$ cat src/rtl/float_sqrt_param.sv
// Parametrised IEEE-754 square root with stb/ack handshakes, denormal support,
// round-to-nearest-even and invalid/inexact flags. One operation in flight.
module float_sqrt_param #(
  parameter int unsigned EXP_W  = 11,
  parameter int unsigned FRAC_W = 52
) (
  input  logic                    clk,
  input  logic                    rst,
  input  logic [EXP_W+FRAC_W:0]   input_a,
  input  logic                    input_a_stb,
  output logic                    input_a_ack,
  output logic [EXP_W+FRAC_W:0]   output_z,
  output logic                    output_z_stb,
  input  logic                    output_z_ack,
  output logic                    output_invalid,
  output logic                    output_inexact
);

  localparam int unsigned W  = 1 + EXP_W + FRAC_W;
  localparam int unsigned MW = FRAC_W + 2;  // mantissa incl. room for the odd-exponent shift
  localparam int unsigned EW = EXP_W + 2;   // signed unbiased exponent, covers denormal range
  localparam int unsigned RW = FRAC_W + 5;  // partial remainder
  localparam int unsigned CW = $clog2(FRAC_W + 3);
  localparam logic [EW-1:0] Bias = EW'((1 << (EXP_W - 1)) - 1);
  localparam logic [W-1:0]  QNan = {1'b0, {EXP_W{1'b1}}, 1'b1, {(FRAC_W-1){1'b0}}};

  typedef enum logic [2:0] {
    StGetA, StUnpack, StSpecial, StNormalise, StSqrtIter, StRound, StPack, StPutZ
  } state_e;

  state_e              state_q, state_d;
  logic [W-1:0]        a_q, a_d, z_q, z_d;
  logic [MW-1:0]       m_q, m_d, q_q, q_d;
  logic [EW-1:0]       e_q, e_d;
  logic [RW-1:0]       rem_q, rem_d;
  logic [CW-1:0]       cnt_q, cnt_d;
  logic [FRAC_W-1:0]   frac_q, frac_d;
  logic [EXP_W-1:0]    rexp_q, rexp_d;
  logic                inv_q, inv_d, inx_q, inx_d, a_ack_q, a_ack_d, z_stb_q, z_stb_d;

  logic                sign_f, exp_ones, exp_zero, frac_zero;
  logic [EXP_W-1:0]    exp_f;
  logic [FRAC_W-1:0]   frac_f;
  logic [RW-1:0]       tmp, trial;
  logic                guard, sticky, up, carry;
  logic [FRAC_W-1:0]   frac_sum;
  logic [EW-1:0]       exp_res;

  assign sign_f    = a_q[W-1];
  assign exp_f     = a_q[W-2:FRAC_W];
  assign frac_f    = a_q[FRAC_W-1:0];
  assign exp_ones  = &exp_f;
  assign exp_zero  = ~|exp_f;
  assign frac_zero = ~|frac_f;

  // One restoring step: bring down two radicand bits, try root*4+1.
  assign tmp   = {rem_q[RW-3:0], m_q[MW-1:MW-2]};
  assign trial = {1'b0, q_q, 2'b01};

  assign guard  = q_q[0];
  assign sticky = |rem_q;
  assign up     = guard & (sticky | q_q[1]);
  assign {carry, frac_sum} = {1'b0, q_q[FRAC_W:1]} + {{FRAC_W{1'b0}}, up};
  assign exp_res = {e_q[EW-1], e_q[EW-1:1]} + Bias + {{(EW-1){1'b0}}, carry};

  always_comb begin
    state_d = state_q;
    a_d     = a_q;
    z_d     = z_q;
    m_d     = m_q;
    q_d     = q_q;
    e_d     = e_q;
    rem_d   = rem_q;
    cnt_d   = cnt_q;
    frac_d  = frac_q;
    rexp_d  = rexp_q;
    inv_d   = inv_q;
    inx_d   = inx_q;
    unique case (state_q)
      StGetA: begin
        if (input_a_stb && a_ack_q) begin
          a_d     = input_a;
          state_d = StUnpack;
        end
      end
      StUnpack: begin
        m_d     = {1'b0, ~exp_zero, frac_f};
        e_d     = (exp_zero ? EW'(1) : {2'b00, exp_f}) - Bias;
        state_d = StSpecial;
      end
      StSpecial: begin
        inv_d   = 1'b0;
        inx_d   = 1'b0;
        state_d = StPutZ;
        if (exp_ones && !frac_zero) begin
          z_d   = QNan;
          inv_d = ~frac_f[FRAC_W-1];
        end else if (exp_zero && frac_zero) begin
          z_d = a_q;
        end else if (sign_f) begin
          z_d   = QNan;
          inv_d = 1'b1;
        end else if (exp_ones) begin
          z_d = a_q;
        end else begin
          state_d = StNormalise;
        end
      end
      StNormalise: begin
        if (!m_q[FRAC_W]) begin
          m_d = {m_q[MW-2:0], 1'b0};
          e_d = e_q - EW'(1);
        end else begin
          // Make the exponent even so it halves exactly.
          if (e_q[0]) begin
            m_d = {m_q[MW-2:0], 1'b0};
            e_d = e_q - EW'(1);
          end
          q_d     = '0;
          rem_d   = '0;
          cnt_d   = '0;
          state_d = StSqrtIter;
        end
      end
      StSqrtIter: begin
        if (tmp >= trial) begin
          rem_d = tmp - trial;
          q_d   = {q_q[MW-2:0], 1'b1};
        end else begin
          rem_d = tmp;
          q_d   = {q_q[MW-2:0], 1'b0};
        end
        m_d   = {m_q[MW-3:0], 2'b00};
        cnt_d = cnt_q + CW'(1);
        if (cnt_q == CW'(FRAC_W + 1)) state_d = StRound;
      end
      StRound: begin
        frac_d  = frac_sum;
        rexp_d  = exp_res[EXP_W-1:0];
        inx_d   = guard | sticky;
        inv_d   = 1'b0;
        state_d = StPack;
      end
      StPack: begin
        z_d     = {1'b0, rexp_q, frac_q};
        state_d = StPutZ;
      end
      StPutZ: begin
        if (output_z_ack && z_stb_q) state_d = StGetA;
      end
      default: state_d = StGetA;
    endcase
    a_ack_d = (state_d == StGetA);
    z_stb_d = (state_d == StPutZ);
  end

  always_ff @(posedge clk or posedge rst) begin
    if (rst) begin
      state_q <= StGetA;
      a_q     <= '0;
      z_q     <= '0;
      m_q     <= '0;
      q_q     <= '0;
      e_q     <= '0;
      rem_q   <= '0;
      cnt_q   <= '0;
      frac_q  <= '0;
      rexp_q  <= '0;
      inv_q   <= 1'b0;
      inx_q   <= 1'b0;
      a_ack_q <= 1'b0;
      z_stb_q <= 1'b0;
    end else begin
      state_q <= state_d;
      a_q     <= a_d;
      z_q     <= z_d;
      m_q     <= m_d;
      q_q     <= q_d;
      e_q     <= e_d;
      rem_q   <= rem_d;
      cnt_q   <= cnt_d;
      frac_q  <= frac_d;
      rexp_q  <= rexp_d;
      inv_q   <= inv_d;
      inx_q   <= inx_d;
      a_ack_q <= a_ack_d;
      z_stb_q <= z_stb_d;
    end
  end

  assign input_a_ack    = a_ack_q;
  assign output_z_stb   = z_stb_q;
  assign output_z       = z_q;
  assign output_invalid = inv_q;
  assign output_inexact = inx_q;

endmodule
$ cat config.mk
export PLATFORM = sky130hd
export DESIGN_NAME = float_sqrt_param
export DESIGN_NICKNAME = d
export VERILOG_FILES = /design/src/rtl/float_sqrt_param.sv
export SDC_FILE = /design/constraint.sdc
export NUM_CORES = 1
export LEC_CHECK = 0
export BUFFER_PORTS_ARGS = -buffer_cell sky130_fd_sc_hd__clkbuf_2
export CELL_PAD_IN_SITES_DETAIL_PLACEMENT = 1
export CELL_PAD_IN_SITES_GLOBAL_PLACEMENT = 1
export CORE_ASPECT_RATIO = 0.6
export CORE_MARGIN = 2
export CORE_UTILIZATION = 37
export CTS_BUF_LIST = sky130_fd_sc_hd__clkbuf_4 sky130_fd_sc_hd__clkbuf_8 sky130_fd_sc_hd__clkbuf_16
export CTS_CLUSTER_SIZE = 24
export DETAILED_ROUTE_END_ITERATION = 7
export PLACE_DENSITY = 0.74
export RECOVER_POWER = 50
export SLEW_MARGIN = 20
export SYNTH_ARGS = -nofsm -noshare
export SYNTH_HDL_FRONTEND = slang
export SYNTH_SLANG_ARGS = --single-unit
$ cat constraint.sdc
create_clock -name clk -period 11 [get_ports clk]
set_input_delay 1.1 -clock clk [delete_from_list [all_inputs] [get_ports clk]]
set_output_delay 1.1 -clock clk [all_outputs]
set_load 0.01 [all_outputs]
Word-level counts from Yosys, hierarchy flattened. Cells that the tools add are included.

Register bits after elaboration: 382. Input port bits: 68. Output and inout bits: 68. Logic and storage cells: 96.

Add/sub/neg operators: 7. Order comparisons: 1. Equal/unequal tests: 12. Mux-type cells: 34. Bitwise operators: 4. Reductions and logical operators: 22.

Operators with widths (count): two-way mux 64 bit (4); two-way mux 54 bit (3); case mux 54 bit (3 select lines) (1); case mux 64 bit (2 select lines) (1); two-way mux 57 bit (2); case mux 57 bit (2 select lines) (1); case mux 54 bit (2 select lines) (1); >= comparator 57 x 56 -> 1 bit (1); OR reduction 57 bit (1); subtractor 57 x 56 -> 57 bit (1); adder 52 x 1 -> 53 bit (1); OR reduction 52 bit (1); two-way mux 13 bit (2); case mux 13 bit (2 select lines) (1); two-way mux 3 bit (8); case mux 3 bit (8 select lines) (1); equality test 3 bit (second input constant) (5); subtractor 13 x 1 -> 13 bit (second input constant) (1); case mux 6 bit (2 select lines) (1); subtractor 11 x 10 -> 12 bit (second input constant) (1); adder 11 x 1 -> 11 bit (1); adder 11 bit (second input constant) (1); two-way mux 11 bit (1); AND reduction 11 bit (1); other kinds (20) (38).

Depth between registers and ports, before layout.
Depth in word-level cells: 7. Gate-level depth with buffers: 15. Depth with buffers taken out: 14.

Worst setup path before layout. No wires, ideal clock.

Path type: flip-flop to flip-flop. From: register q_q[3]. To: register rem_q[51]. Library setup time: 126 ps. Data arrival time: 2819 ps. Required time: 10874 ps. Setup slack: 8055 ps. Cell stages (with the launch flop): 13. Buffers on the path: 1. Period minus slack after synthesis: 2945 ps. Path through: dfrtp_1 -> inv_1 -> ha_1 -> buf_2 -> o21a_1 -> o211ai_1 -> a2111oi_1 -> a211o_1 -> a211o_2 -> a31oi_2 -> o21bai_1 -> xor2_1 -> a221o_1.

Longest elaborated chain between the ends: 3. Elaborated cells between the ends (all ways): 4. Classes of those cells: add/sub: 1; order compare: 1; mux: 2.

Ends and longest elaborated chain: start: declaration (line 33) `logic [MW-1:0] m_q, m_d, q_q, q_d;`; start signal: assignment (line 178) `q_q <= q_d;`; subtractor 57 x 56 -> 57 bit / >= comparator 57 x 56 -> 1 bit (equally long branches) (line 127, 126); two-way mux 57 bit (*) (line 126) `if (tmp >= trial) begin`; case mux 57 bit (2 select lines) (*) (line 79) `unique case (state_q)`; end signal: assignment (line 180) `rem_q <= rem_d;`; end: declaration (line 35) `logic [RW-1:0] rem_q, rem_d;`.

Every way passes the cells marked *; elsewhere a longest branch is shown, timed or not. A chain may end at the register's enable or synchronous reset.

==> reports/results.txt <==
Run status -> complete, but fails checks
Violated checks -> capacitance limit, slew limit
Maxcap violations -> 5
Die Y -> 186.7 µm
Io pins -> 136
Worst Path Arrival -> 5.29 ns
Fin. Hold Viols -> 0
Layout Nets -> 2410
Root Driver -> clkbuf_16
Sink Count -> 381
Synth top area share -> 0.4631
Core Box Area -> 54580 µm²
DRT Wirelength -> 66330 µm
Detailed-route DRC error count -> 0
Fin crit share -> 0.5172
Slew HR -> -1.990
Final period demand of the worst path -> 5.689 ns
HP Class -> register to register
Vias in the first global route -> 17905
Grt met1 use -> 0.3594
Setup CP Type -> input port to async pin
CP peak stage delay -> 3.20 ns
Via count -> 17791
Cell with the most instances after synthesis -> dfrtp_1
1st-iter DRT viols -> 1579
Flop2flop setup slack -> 5.48 ns
Total track usage -> 0.2283
Antenna cells -> 0
Post-synthesis async set-or-reset flop share -> 1.000
Worst path bufs/invs -> 4
Die area -> 57610 µm²
Sequential share of the synthesized area -> 0.4631
Worst slew pin tran -> 4.485 ns
Synth top cells by count -> 381 x dfrtp_1, 272 x nand2_1, 178 x o21ai_0, 130 x nand3_1, 125 x nor2_1
Clock skew -> 0.02773 ns
Filler Cells Inserted -> 6254
GR Layer Usage met3 -> 0.04793
Setup TNS -> 0 ns
Pwr dens -> 323.8 nW/µm²
Skew-Pair Late Insertion Delay -> 0.57 ns
First-pass GRT wire length -> 105300 µm
Hpwl dp -> 46600 µm
Antenna violations before repair -> 1
Top delay family on crit path -> buffers and inverters
Slew Limit Fails -> 318
IO buf count -> 135
TritonCTS clock tree -> done
Startpoint Class -> input port
Syn_area_per_cell -> 9.287 µm²
CP max stage cell -> clkbuf_1
Mapped Area -> 20590 µm²
Initial Utilization -> 0.3772
Drt pass-1 iters -> 6
Final setup viols -> 0
Synth unique cells -> 76
Total grt overflow -> 0
Busiest grt layer -> met1
Hold buffer count at CTS -> 0
Post-route ant nets -> 0
Met2 usage -> 0.3220
Critical path required time -> 10.60 ns
Critical path peak fanout -> 161
Critical Path Sink Type -> async pin
Row Count -> 66
Placed inst area -> 21880 µm²
Vias per Instance -> 5.820
Clock transition at path regs -> 0.06 ns
Post-synth EDFFs -> 0
Top FF cell, synth -> dfrtp_1
Finished layout cell area -> 23210 µm²
Syn Nets -> 2349
Post-Syn Instances -> 2217
Leakage -> 9.988 nW
Post-CTS Setup Bufs -> 0
RSZ-0062 raised after global routing -> no
Gp weighted congestion -> 0.9363
DR WL/cell -> 21.70 µm
Share of cells above drive strength 1 -> 0.1087
Yosys reg bits -> 381
Total number of yosys warnings -> 0
Largest net degree at the start of global routing -> 162
Area delta synth->final -> 12.72%
Clk buf depth -> 3
PostCTS Resize Cnt -> 0
Synth top area cells -> dfrtp_1 46%, nand2_1 5.0%, o21ai_0 4.3%, ha_1 3.9%, xnor2_1 3.6%
Hold slack -> 0.4789 ns
Fmax -> 175.8 MHz
H-tree Lvls -> 2
TritonCTS buffer count -> 40
Top cell type by total area after synthesis -> dfrtp_1
Peak VDD IR -> 222.1 µV
Cell Chain, Critical Path -> clkbuf_2, clkinvlp_2, buf_12, clkbuf_1
Chip Width -> 308.5 µm
-- tightest hold or removal path, cell delays in order (launching register included) --
cell and delay, ns:
dfrtp_1 0.34, nand2_1 0.05, o21ai_0 0.06
-- layout make-up --
| class | instances | area [µm²] | area share |
|---|---|---|---|
| multi-input combinational | 1619 | 10280 | 0.4430 |
| tap | 748 | 935.9 | 0.04033 |
| clock buffer | 60 | 1255 | 0.05407 |
| sequential | 381 | 9534 | 0.4108 |
| inverter | 84 | 316.6 | 0.01364 |
| clock inverter | 13 | 157.7 | 0.006793 |
| timing repair buffer | 152 | 728.2 | 0.03138 |
-- placed cells by master (no fill, tap or decap), drive strengths merged, types with 36 or more instances in the layout --
| cell | count |
|---|---|
| dfrtp | 381 |
| nand2 | 273 |
| o21ai | 220 |
| clkbuf | 199 |
| nand3 | 130 |
| nor2 | 127 |
| a21oi | 102 |
| xnor2 | 85 |
| inv | 84 |
| a31oi | 74 |
| mux2 | 65 |
| ha | 64 |
| a22oi | 53 |
| a22o | 51 |
| nand4 | 38 |
| nor4 | 36 |
-- metal layers --
| layer | wire [µm] | up-vias |
|---|---|---|
| met5 | 13 | - |
| met4 | 828 | 2 |
| met3 | 4624 | 77 |
| met2 | 27520 | 467 |
| met1 | 33340 | 9106 |
| li1 | - | 8139 |
-- worst paths after layout --
path / startpoint / end / cells after the start
max: rst / q_q[38] / 4
min: frac_q[6] / frac_q[6] / 2
max reg2reg: state_q[2] / m_q[32] / 8
min reg2reg: frac_q[6] / frac_q[6] / 2
max in group clk: state_q[2] / m_q[32] / 8
min in group asynchronous: rst / output_z[13] / 3
-- logic make-up after synthesis --
family | share of synthesized area
AND/OR/NAND/NOR | 0.1611
adder cells (fa/ha/maj) | 0.03889
flip-flops | 0.4631
multiplexers | 0.05013
AO/OA/AOI/OAI | 0.1965
XOR/XNOR | 0.04934
buffers and inverters | 0.04096
-- stage by stage --
step | worst slack [ns] | std cells | util | power, mW
2_1_floorplan | 4.780 | 2217 | - | 4.816
3_3_place_gp | 6.981 | 2983 | 0.4008 | 5.820
3_5_place_dp | 6.882 | 2983 | 0.4008 | 5.944
4_1_cts | 6.851 | 3056 | 0.4267 | 7.457
5_1_grt | 4.178 | 3057 | 0.4252 | 7.998
6_report | 5.311 | 3057 | 0.4252 | 7.515
-- sequential cells by signal, summed over array words and instances (netlist names) --
signal,count
output_inexact,1
frac_q,52
q_q,54
input_a_ack,1
rem_q,57
rexp_q,11
m_q,54
output_invalid,1
state_q,3
e_q,12
output_z,64
output_z_stb,1
cnt_q,6
a_q,64
-- power breakdown --
group | leakage, nW | internal, mW | switching [mW] | total, mW
clock | 0.710 | 0.863 | 0.604 | 1.47
combinational | 4.29 | 1.40 | 2.50 | 3.89
sequential | 4.99 | 1.74 | 0.412 | 2.16
total | 9.99 | 4.00 | 3.51 | 7.52
Power figures use the tool's default switching activity.
